## src/rtl/vqe_sweep_scheduler_if.sv

```systemverilog
// Bundle between the VQE sweep scheduler and its surroundings.
// The master modport is the scheduler side and the slave modport is the consumer side.
// The argmin tracking signals exist only when VQE_ARGMIN_EN is defined.
interface vqe_sweep_scheduler_if #(
  parameter int N_ANG0   = 4,
  parameter int N_ANG1   = 4,
  parameter int ENERGY_W = 16
);
  localparam int ANG0_W = (N_ANG0 > 1) ? $clog2(N_ANG0) : 1;
  localparam int ANG1_W = (N_ANG1 > 1) ? $clog2(N_ANG1) : 1;
  localparam int SLOT_W = ((N_ANG0 * N_ANG1) > 1) ? $clog2(N_ANG0 * N_ANG1) : 1;

  logic              start;
  logic              listener_flag;
  logic [ANG0_W-1:0] ang0_idx;
  logic [ANG1_W-1:0] ang1_idx;
  logic              cap_we;
  logic [SLOT_W-1:0] cap_slot;
  logic              busy;
  logic              source_flag;

`ifdef VQE_ARGMIN_EN
  logic signed [ENERGY_W-1:0] energy;
  logic        [SLOT_W-1:0]   min_slot;
  logic signed [ENERGY_W-1:0] min_energy;

  modport master (
    input  start, listener_flag, energy,
    output ang0_idx, ang1_idx, cap_we, cap_slot, busy, source_flag,
    output min_slot, min_energy
  );

  modport slave (
    output start, listener_flag, energy,
    input  ang0_idx, ang1_idx, cap_we, cap_slot, busy, source_flag,
    input  min_slot, min_energy
  );
`else
  modport master (
    input  start, listener_flag,
    output ang0_idx, ang1_idx, cap_we, cap_slot, busy, source_flag
  );

  modport slave (
    output start, listener_flag,
    input  ang0_idx, ang1_idx, cap_we, cap_slot, busy, source_flag
  );
`endif

endinterface

```

## src/rtl/vqe_sweep_scheduler.sv

```systemverilog
// VQE sweep scheduler: walks the (ang0, ang1) angle grid, with ang1 as the inner loop.
// Each grid point gets SETTLE_CYC settle cycles and then one capture cycle.
// The capture cycle strobes cap_we for the point's result slot.
// After the last capture it raises source_flag and holds it until listener_flag acknowledges.
// Optional macro VQE_ARGMIN_EN adds tracking of the minimum captured energy and its slot.
module vqe_sweep_scheduler #(
  parameter int N_ANG0     = 4,
  parameter int N_ANG1     = 4,
  parameter int SETTLE_CYC = 1,
  parameter int ENERGY_W   = 16
) (
  input  logic                  i_clock,
  input  logic                  i_reset,
  vqe_sweep_scheduler_if.master bus
);

  localparam int ANG0_W = (N_ANG0 > 1) ? $clog2(N_ANG0) : 1;
  localparam int ANG1_W = (N_ANG1 > 1) ? $clog2(N_ANG1) : 1;
  localparam int SLOT_W = ((N_ANG0 * N_ANG1) > 1) ? $clog2(N_ANG0 * N_ANG1) : 1;
  localparam int CNT_W  = (SETTLE_CYC > 1) ? $clog2(SETTLE_CYC) : 1;

  localparam logic [ANG0_W-1:0] LAST0  = ANG0_W'(N_ANG0 - 1);
  localparam logic [ANG1_W-1:0] LAST1  = ANG1_W'(N_ANG1 - 1);
  localparam logic [CNT_W-1:0]  RELOAD = CNT_W'(SETTLE_CYC - 1);

  typedef enum logic [1:0] {
    IDLE    = 2'd0,
    SETTLE  = 2'd1,
    CAPTURE = 2'd2,
    DONE    = 2'd3
  } state_t;

  state_t            state, state_next;
  logic [ANG0_W-1:0] ang0_q, ang0_next;
  logic [ANG1_W-1:0] ang1_q, ang1_next;
  logic [SLOT_W-1:0] slot_q, slot_next;
  logic [CNT_W-1:0]  cnt_q, cnt_next;
  logic              cap_we_q, cap_we_next;
  logic              busy_q, busy_next;
  logic              source_q, source_next;

  // Next-state logic: compute the next state and grid position.
  // The registered outputs are derived from the state being entered.
  always_comb begin
    state_next = state;
    ang0_next  = ang0_q;
    ang1_next  = ang1_q;
    slot_next  = slot_q;
    cnt_next   = cnt_q;
    case (state)
      IDLE: begin
        if (bus.start) begin
          state_next = SETTLE;
          ang0_next  = '0;
          ang1_next  = '0;
          slot_next  = '0;
          cnt_next   = RELOAD;
        end
      end
      SETTLE: begin
        if (cnt_q == '0) begin
          state_next = CAPTURE;
        end else begin
          cnt_next = cnt_q - CNT_W'(1);
        end
      end
      CAPTURE: begin
        if ((ang0_q == LAST0) && (ang1_q == LAST1)) begin
          state_next = DONE;
        end else begin
          state_next = SETTLE;
          cnt_next   = RELOAD;
          slot_next  = slot_q + SLOT_W'(1);
          if (ang1_q == LAST1) begin
            ang1_next = '0;
            ang0_next = ang0_q + ANG0_W'(1);
          end else begin
            ang1_next = ang1_q + ANG1_W'(1);
          end
        end
      end
      DONE: begin
        if (bus.listener_flag) begin
          state_next = IDLE;
        end
      end
      default: begin
        state_next = IDLE;
      end
    endcase
    cap_we_next = (state_next == CAPTURE);
    busy_next   = (state_next == SETTLE) || (state_next == CAPTURE);
    source_next = (state_next == DONE);
  end

  // State and output registers; reset overrides everything, including a sweep in progress.
  always_ff @(posedge i_clock) begin
    if (i_reset) begin
      state    <= IDLE;
      ang0_q   <= '0;
      ang1_q   <= '0;
      slot_q   <= '0;
      cnt_q    <= '0;
      cap_we_q <= 1'b0;
      busy_q   <= 1'b0;
      source_q <= 1'b0;
    end else begin
      state    <= state_next;
      ang0_q   <= ang0_next;
      ang1_q   <= ang1_next;
      slot_q   <= slot_next;
      cnt_q    <= cnt_next;
      cap_we_q <= cap_we_next;
      busy_q   <= busy_next;
      source_q <= source_next;
    end
  end

  assign bus.ang0_idx    = ang0_q;
  assign bus.ang1_idx    = ang1_q;
  assign bus.cap_slot    = slot_q;
  assign bus.cap_we      = cap_we_q;
  assign bus.busy        = busy_q;
  assign bus.source_flag = source_q;

`ifdef VQE_ARGMIN_EN
  logic        [SLOT_W-1:0]   min_slot_q;
  logic signed [ENERGY_W-1:0] min_energy_q;

  // Argmin tracker: slot 0 is always the first capture of a sweep, so it seeds the minimum.
  // Later captures replace the minimum only on a strictly smaller energy, so ties keep the earlier slot.
  always_ff @(posedge i_clock) begin
    if (i_reset) begin
      min_slot_q   <= '0;
      min_energy_q <= '0;
    end else if (state == CAPTURE) begin
      if ((slot_q == '0) || (bus.energy < min_energy_q)) begin
        min_slot_q   <= slot_q;
        min_energy_q <= bus.energy;
      end
    end
  end

  assign bus.min_slot   = min_slot_q;
  assign bus.min_energy = min_energy_q;
`endif

endmodule

```

## src/flat_wrapper.sv

```systemverilog
// flat-port wrapper written by rule: the top's interface ports become plain ports
module vqe_sweep_scheduler_flat 
#(
  parameter int N_ANG0     = 4,
  parameter int N_ANG1     = 4,
  parameter int SETTLE_CYC = 1,
  parameter int ENERGY_W   = 16
)
  (i_clock, i_reset, bus_start, bus_listener_flag, bus_ang0_idx, bus_ang1_idx, bus_cap_we, bus_cap_slot, bus_busy, bus_source_flag);
  vqe_sweep_scheduler_if #(.N_ANG0(N_ANG0), .N_ANG1(N_ANG1), .ENERGY_W(ENERGY_W)) bus_i ();
  input  logic i_clock;
  input  logic i_reset;
  input wire logic [$bits(bus_i.start)-1:0] bus_start;
  input wire logic [$bits(bus_i.listener_flag)-1:0] bus_listener_flag;
  output wire logic [$bits(bus_i.ang0_idx)-1:0] bus_ang0_idx;
  output wire logic [$bits(bus_i.ang1_idx)-1:0] bus_ang1_idx;
  output wire logic [$bits(bus_i.cap_we)-1:0] bus_cap_we;
  output wire logic [$bits(bus_i.cap_slot)-1:0] bus_cap_slot;
  output wire logic [$bits(bus_i.busy)-1:0] bus_busy;
  output wire logic [$bits(bus_i.source_flag)-1:0] bus_source_flag;
  assign bus_i.start = bus_start;
  assign bus_i.listener_flag = bus_listener_flag;
  assign bus_ang0_idx = bus_i.ang0_idx;
  assign bus_ang1_idx = bus_i.ang1_idx;
  assign bus_cap_we = bus_i.cap_we;
  assign bus_cap_slot = bus_i.cap_slot;
  assign bus_busy = bus_i.busy;
  assign bus_source_flag = bus_i.source_flag;
  vqe_sweep_scheduler #(.N_ANG0(N_ANG0), .N_ANG1(N_ANG1), .SETTLE_CYC(SETTLE_CYC), .ENERGY_W(ENERGY_W)) u_core (.i_clock(i_clock), .i_reset(i_reset), .bus(bus_i));
endmodule
```

## config.mk

```make
export PLATFORM = sky130hd
export DESIGN_NAME = vqe_sweep_scheduler_flat
export DESIGN_NICKNAME = d
export VERILOG_FILES = /design/src/rtl/vqe_sweep_scheduler_if.sv /design/src/rtl/vqe_sweep_scheduler.sv /design/src/flat_wrapper.sv
export SDC_FILE = /design/constraint.sdc
export NUM_CORES = 1
export LEC_CHECK = 0
export ABC_AREA = 1
export BUFFER_PORTS_ARGS = -buffer_cell sky130_fd_sc_hd__buf_4
export CAP_MARGIN = 20
export CORE_AREA = 2 2 39 41
export DETAILED_ROUTE_END_ITERATION = 6
export DIE_AREA = 0 0 41 43
export PLACE_DENSITY = 0.81
export SKIP_LAST_GASP = 1
export SLEW_MARGIN = 30
export SYNTH_ARGS = -nofsm -noshare
export SYNTH_HDL_FRONTEND = slang
export SYNTH_SLANG_ARGS = --single-unit
```

## constraint.sdc

```tcl
create_clock -name i_clock -period 2.2 [get_ports i_clock]
set_input_delay 0.22 -clock i_clock [delete_from_list [all_inputs] [get_ports i_clock]]
set_output_delay 0.22 -clock i_clock [all_outputs]
set_load 0.02 [all_outputs]
```

# ---- Yosys cells after proc, flatten, opt, wreduce, memory -nomap -nowiden
# Cells that the tools add are included.
# Widths: inputs -> output; s select.
dict set report classes {
  add_sub_neg 4
  eq_ne 11
  n_mux 19
  reduce_logical 8
}
# cell n
set ops {}
lappend ops {{$mux 2} 9}
lappend ops {{$eq 2x2->1 const B} 6}
lappend ops {{$mux 4} 2}
lappend ops {{$pmux 2 s2} 2}
lappend ops {{$pmux 2 s4} 1}
lappend ops {{$pmux 4 s2} 1}
lappend ops {{$reduce_and 3->1} 2}
lappend ops {{$add 2x1->2 const B} 2}
lappend ops {{$add 4x1->4 const B} 1}
lappend ops {{$eq 2x1->1 const B} 2}
lappend ops {{$ne 2x2->1 const B} 2}
lappend ops {{$reduce_and 4->1} 1}
lappend ops {{$mux 1} 3}
lappend ops {{$pmux 1 s3} 1}
lappend ops {{$reduce_bool 3->1} 1}
lappend ops {{$logic_not 2->1} 1}
lappend ops {{$ne 2x1->1 const B} 1}
lappend ops {{$reduce_bool 2->1} 1}
lappend ops {{$logic_and 1x1->1} 1}
lappend ops {{$logic_or 1x1->1} 1}
lappend ops {{$sub 1x1->1 const B} 1}
dict set report word_totals {
  reg_bits 14
  inputBits 4
  wordCells 50
}

# ---- Depth between registers and ports, before layout
# Gate-level depths: netlist (run 1).
dict set report logic_depth {
  depth_word 6
  ltp_mapped 7
  ltp_nobuf 7
}

# ---- Least setup slack after synthesis (run 1)
# No wires, ideal clock.
dict set report synth_timing {
  path_type {flip-flop to flip-flop}
  startpoint {reg u_core.ang1_q[0] (netlist: u_core.bus.ang1_idx[0])}
  endpoint {reg u_core.busy_q (netlist: u_core.bus.busy)}
  arrival_ps 1206
  t_required_ps 2076
  setup_slack_ps 870
  path_stages_with_launch 7
  path_buffers 0
  path_cell_list {dfxtp_1 > ha_1 > nand3_1 > nand2_1 > ha_1 > inv_1 > nor2_1}
}
dict set report synth_via {
  elab_chain_cells 6
}
# item line_no
set synth_rtl {}
lappend synth_rtl {{from (decl)} vqe_sweep_scheduler.sv:35} ;# logic [ANG1_W-1:0] ang1_q, ang1_next;
lappend synth_rtl {{from (signal assigned)} vqe_sweep_scheduler.sv:110} ;# ang1_q <= ang1_next;
lappend synth_rtl {{$eq 2x2->1 *} vqe_sweep_scheduler.sv:68} ;# if ((ang0_q == LAST0) && (ang1_q == LAST1)) begin
lappend synth_rtl {{$logic_and 1x1->1 *} vqe_sweep_scheduler.sv:68}
lappend synth_rtl {{$mux 2 *} vqe_sweep_scheduler.sv:68}
lappend synth_rtl {{$pmux 2 s4 *} vqe_sweep_scheduler.sv:50} ;# case (state)
lappend synth_rtl {{$eq 2x1->1 / $eq 2x2->1 (equally long branches)} vqe_sweep_scheduler.sv:92} ;# busy_next = (state_next == SETTLE) || (state_next == CAPTURE);
lappend synth_rtl {{$logic_or 1x1->1 *} vqe_sweep_scheduler.sv:92}
lappend synth_rtl {{via u_core.busy_next} vqe_sweep_scheduler.sv:39} ;# logic busy_q, busy_next;
lappend synth_rtl {{to (signal assigned)} vqe_sweep_scheduler.sv:114} ;# busy_q <= busy_next;
lappend synth_rtl {{to (decl)} vqe_sweep_scheduler.sv:39}
# The timed path passes the listed nets; every way through them passes the cells marked *.
# A chain may end at the register's enable or synchronous reset.

# ---- Worst setup path after layout (run 1)
dict set report layout_timing {
  startpoint {reg u_core.state[1]}
  endpoint {reg u_core.busy_q (netlist: u_core.bus.busy)}
}
dict set report layout_via {
  elab_chain_cells 4
}
# item line_no
set layout_rtl {}
lappend layout_rtl {{from (decl)} vqe_sweep_scheduler.sv:33} ;# state_t state, state_next;
lappend layout_rtl {{from (signal assigned)} vqe_sweep_scheduler.sv:108} ;# state <= state_next;
lappend layout_rtl {{$eq 2x2->1 (tied with other cells)} vqe_sweep_scheduler.sv:50}
lappend layout_rtl {{$pmux 2 s4 *} vqe_sweep_scheduler.sv:50}
lappend layout_rtl {{$eq 2x1->1 / $eq 2x2->1 (equally long branches)} vqe_sweep_scheduler.sv:92}
lappend layout_rtl {{$logic_or 1x1->1 *} vqe_sweep_scheduler.sv:92}
lappend layout_rtl {{via u_core.busy_next} vqe_sweep_scheduler.sv:39}
# Marked as above.

==> impl_metrics.tcl, run 1 <==
set metrics [dict create \
    status "complete, no violations" \
    globalRoute.totalOverflow 0 \
    drive_above_1_share 0.250 \
    syn_nets 87 \
    avgViaCountPerCell 4.87 \
    yosysWarnings 0 \
    hold_path_class "in2reg" \
    crit_family "simple AND/OR/NAND/NOR gates" \
    gp_congestion 0.752 \
    worst_pin_slew_ns 0.247 \
    die_w_um 41 \
    numClockSinks 13 \
    cts_max_level 1 \
    grt_max_degree 11 \
    num_rows 14 \
    area_growth_pct 23.9 \
    yosysUniqueCellTypes 19 \
    critical_path.max_fanout 8 \
    nets 105 \
    wl_per_cell_um 10.3 \
    n_antenna_cell 0 \
    synth_ff_type "dfxtp_1" \
    cap_viol_max_count 0 \
    hpwl_um 883 \
    root_buffer "clkbuf_4" \
    clock_path_buffers 2 \
    min_period_ns 1.38 \
    worstSetupStartpointType "flip-flop" \
    antenna_found_initial 0 \
    ios 15 \
    crit_type "reg2reg" \
    yosysSeqAreaShare 0.421 \
    period_share 0.628 \
    fp.coreArea_um2 1380 \
    async_flop_share 0 \
    worst_slack_ns 0.819 \
    worstSkewPairLatency_ns 0.28 \
    cp_num_buf_inv 2 \
    path_clk_slew_ns 0.08 \
    max_slew_margin 0.835 \
    totalWireLength_um 1150 \
    final-setup-viol-count 0 \
    arrival_ns 1.56 \
    fmax_mhz 724 \
    grt_pass1_wl_um 1860 \
    start_util 0.447 \
    grt.total_usage 0.157 \
    ff2ff_setup_slack_ns 0.82 \
    synth_edf_count 0 \
    maxSlewViolCount 0 \
    max_stage_delay_ns 0.41 \
    peakVddDrop_uv 491 \
    vias 545 \
    crit_chain "inv_2, nor2_4, nand3_1, nand2_1, ha_1, inv_1, nor2_1" \
    grt_pass1_vias 459 \
    cts.repair.resized 0 \
    die_h_um 43 \
    drt_iter0_drc 19 \
    die-area_um2 1760 \
    endpoint_kind "flip-flop" \
    hold_viol 0 \
    skew_ns 0.00108 \
    hold_buffers 0 \
    rsz0062_at_grt "no" \
    pre_cts_slack_ns 0.844 \
    layout_commonest_cell "buf_4" \
    p_per_area_nw_per_um2 679 \
    dr.pass1.iters 4 \
    critPathRequiredTime_ns 2.38 \
    synth_seq_cells 13 \
    syn_area_per_cell_um2 7.82 \
    cts_setup_buffers 0 \
    final.setup.tns_ns 0 \
    cp_slowest_cell "dfxtp_1" \
    cts_buffers 3 \
    syn_inst 79 \
    drcViolationCount 0 \
    fillCellCount 138 \
    cts_tree "yes" \
    holdWs_ns 0.160 \
    synth_area_um2 618 \
    port_buffers 14 \
    p_leak_nw 0.357 \
    ant_nets 0 \
    layout_common_cells "14 x buf_4, 13 x dfxtp_1, 12 x nand2_1" \
]
## layout make-up
cell class / count / area, um2 / share of cell area
Clock buffer: 4 / 26.3 / 0.0343
Inverter: 11 / 41.3 / 0.0539
Multi-Input combinational cell: 54 / 313 / 0.408
Sequential cell: 13 / 260 / 0.340
Tap cell: 16 / 20.0 / 0.0261
Timing Repair Buffer: 14 / 105 / 0.137
## through the flow
| stage | utilization | power (mW) | std cells | area, um2 |
|---|---|---|---|---|
| final | 0.553 | 0.520 | 112 | 766 |
| after global routing | 0.553 | 0.549 | 112 | 766 |
| after CTS | 0.553 | 0.527 | 112 | 766 |
| after detailed placement | 0.534 | 0.379 | 108 | 739 |
| after global placement | 0.534 | 0.376 | 108 | 739 |
| after floorplan | - | 0.341 | 79 | 618 |
## metal layers
layer	share of wire	wire length, um	track usage
met4	0.011	13	0.0600
met2	0.47	542	0.216
met5	0	0	0
met1	0.44	504	0.205
met3	0.079	91	0.0785
## state kept, by name, indices dropped and copies added, names as in the netlist
signal / count
u_core.bus.ang1_idx: 2
u_core.bus.busy: 1
u_core.state: 2
u_core.bus.ang0_idx: 2
u_core.bus.cap_slot: 4
u_core.bus.source_flag: 1
u_core.bus.cap_we: 1
## where the power goes
group / leakage (nW) / switching, mW / total [mW] / internal, mW
Clock: 0.0150 / 0.0771 / 0.147 / 0.0704
Combinational: 0.236 / 0.0645 / 0.108 / 0.0436
Sequential: 0.106 / 0.0125 / 0.264 / 0.252
## kinds of logic after synthesis
| group | after synthesis | share of synthesized area |
|---|---|---|
| flip-flops | 13 | 0.421 |
| AND/OR/NAND/NOR | 37 | 0.302 |
| AO/OA/AOI/OAI | 13 | 0.123 |
| adder cells (fa/ha/maj) | 4 | 0.0810 |
| buffers and inverters | 12 | 0.0729 |
## Yosys cell counts, types with 2 or more instances
| library cell | count | area share |
|---|---|---|
| nand3_2 | 2 | 0.032 |
| a22oi_1 | 2 | 0.024 |
| ha_1 | 4 | 0.081 |
| o21ai_0 | 2 | 0.016 |
| nor2_1 | 11 | 0.067 |
| dfxtp_1 | 13 | 0.42 |
| inv_1 | 9 | 0.055 |
| inv_2 | 2 | 0.012 |
| nand2_1 | 12 | 0.073 |
| nand3_1 | 8 | 0.065 |
| a21oi_1 | 6 | 0.049 |
## path summary, 6_finish.rpt
| path | start | end | depth (start not counted) |
|---|---|---|---|
| worst max-delay path | u_core.state[1]$_SDFF_PP0_ | u_core.bus.busy$_SDFF_PP0_ | 7 |
| worst min-delay path | i_reset | u_core.bus.source_flag$_SDFF_PP0_ | 2 |
| worst max register to register | u_core.state[1]$_SDFF_PP0_ | u_core.bus.busy$_SDFF_PP0_ | 7 |
| worst min register to register | u_core.bus.cap_slot[3]$_SDFFE_PP0P_ | u_core.bus.cap_slot[3]$_SDFFE_PP0P_ | 2 |
Note: power is estimated with default switching activity, not from simulation.
==> inputs of run 2 (changes only) <==
==> constraint.sdc (replaced) <==
create_clock -name i_clock -period 1.39 [get_ports i_clock]
set_input_delay 0.139 -clock i_clock [delete_from_list [all_inputs] [get_ports i_clock]]
set_output_delay 0.139 -clock i_clock [all_outputs]
set_load 0.02 [all_outputs]
==> impl_metrics.tcl, run 2 (synthesis gave the netlist of run 1 again) <==
set metrics [dict create \
    period_share 0.910 \
    multi_input_area_um2 325 \
    max_stage_delay_ns 0.41 \
    drive_above_1_share 0.276 \
    p_per_area_nw_per_um2 1060 \
    port_buffers 14 \
    die_w_um 41 \
    critPathRequiredTime_ns 1.58 \
    route.met3.wl_um 80 \
    globalRoute.totalOverflow 0 \
    worstSkewPairLatency_ns 0.28 \
    cp_slowest_cell "dfxtp_1" \
    pre_cts_slack_ns 0.0738 \
    root_buffer "clkbuf_4" \
    worst_pin_slew_ns 0.250 \
    die_h_um 43 \
    top_layer_used "met4" \
    layout_common_cells "16 x buf_4, 13 x dfxtp_1, 12 x nand2_1" \
    antenna_found_initial 0 \
    met1Wirelength_um 524 \
    area_growth_pct 28.3 \
    grt.total_usage 0.174 \
    hold_viol 0 \
    grt_pass1_wl_um 1970 \
    holdWs_ns 0.0684 \
    critical_path.max_fanout 4 \
    cts_max_level 1 \
    wl_per_cell_um 10.6 \
    n_antenna_cell 0 \
    register_area_um2 260 \
    arrival_ns 1.45 \
    drt_iter0_drc 8 \
    totalWireLength_um 1210 \
    clock_path_buffers 2 \
    cap_viol_max_count 0 \
    numClockSinks 13 \
    path_clk_slew_ns 0.08 \
    start_util 0.447 \
    status "complete, no violations" \
    peakVddDrop_uv 638 \
    cp_num_buf_inv 3 \
    hold_path_class "in2reg" \
    layout_commonest_cell "buf_4" \
    endpoint_kind "flip-flop" \
    cts_tree "yes" \
    vias 572 \
    crit_type "reg2reg" \
    maxSlewViolCount 0 \
    drcViolationCount 0 \
    min_period_ns 1.26 \
    largest_reg_flops 4 \
    num_rows 14 \
    worstSetupStartpointType "flip-flop" \
    final-setup-viol-count 0 \
    skew_ns 0.00385 \
    ant_nets 0 \
    final.setup.tns_ns 0 \
    nets 107 \
    fmax_mhz 791 \
    grt_pass1_vias 457 \
    crit_family "flip-flops" \
    avgViaCountPerCell 5.02 \
    gp_congestion 0.772 \
    hpwl_um 928 \
    p_leak_nw 0.365 \
    placed_area_um2 754 \
    path_common_cell "inv_2" \
    wl_met2_um 560 \
    die-area_um2 1760 \
    fp.coreArea_um2 1380 \
    cts_buffers 3 \
    rsz0062_at_grt "no" \
    max_slew_margin 0.832 \
    final_area_um2 793 \
    dr.pass1.iters 4 \
    fillCellCount 125 \
    grt_max_degree 10 \
    ios 15 \
    worst_slack_ns 0.126 \
    crit_chain "inv_2, nor2_4, inv_2, o211ai_1, ha_1, inv_1, nor2_1" \
]
==> run 2: cell types whose count changed in the layout (fill, tap and decap cells not counted), sizes merged <==
cell	delta
buf	+2
==> run 2: power breakdown <==
| part | internal (mW) | switching (mW) | total, mW |
|---|---|---|---|
| Sequential | 0.398 | 0.0226 | 0.421 |
| Clock | 0.112 | 0.129 | 0.240 |
| Combinational | 0.0768 | 0.105 | 0.182 |
| Total | 0.587 | 0.256 | 0.843 |
==> run 2: what timing repair did <==
action                                  CTS  global route
hold buffers                              0             0
endpoints found under the setup margin    0             4
buffers inserted                          0             0
resized for setup                         0             3
==> run 2: through the flow <==
| stage | utilization | cells | total power [mW] |
|---|---|---|---|
| 2_1_floorplan | - | 79 | 0.540 |
| 3_3_place_gp | 0.545 | 110 | 0.603 |
| 3_5_place_dp | 0.545 | 110 | 0.609 |
| 4_1_cts | 0.564 | 114 | 0.854 |
| 5_1_grt | 0.573 | 114 | 0.895 |
| 6_report | 0.573 | 114 | 0.843 |
==> run 2: cell type report <==
type | instances | share of cell area
Tap cell | 16 | 0.0252
Timing Repair Buffer | 16 | 0.151
Clock buffer | 4 | 0.0331
Inverter | 11 | 0.0521
Multi-Input combinational cell | 54 | 0.410
Sequential cell | 13 | 0.328
==> run 2: worst register-to-register path: cells and delay by family, from the launching register on <==
family | cells | cell delay [ns]
simple gates | 2 | 0.15
flops | 1 | 0.41
fa+ha+maj | 1 | 0.28
compound gates | 1 | 0.13
buf+inv | 3 | 0.20
==> run 2: routing by layer <==
| metal | track usage | vias to the layer above |
|---|---|---|
| met5 | 0 | - |
| met4 | 0.120 | 0 |
| met3 | 0.0838 | 5 |
| met2 | 0.228 | 11 |
| met1 | 0.214 | 256 |
| li1 | - | 300 |
==> run 2: path summary, 6_finish.rpt <==
check                                                    startpoint                                  end  slack, ns  cells after the start
worst max register to register           u_core.state[1]$_SDFF_PP0_           u_core.bus.busy$_SDFF_PP0_       0.13                      7
worst min register to register  u_core.bus.cap_slot[0]$_SDFFE_PP0P_  u_core.bus.cap_slot[0]$_SDFFE_PP0P_       0.52                      2
worst min-delay path                                        i_reset    u_core.bus.source_flag$_SDFF_PP0_       0.07                      2
worst max-delay path                     u_core.state[1]$_SDFF_PP0_           u_core.bus.busy$_SDFF_PP0_       0.13                      7
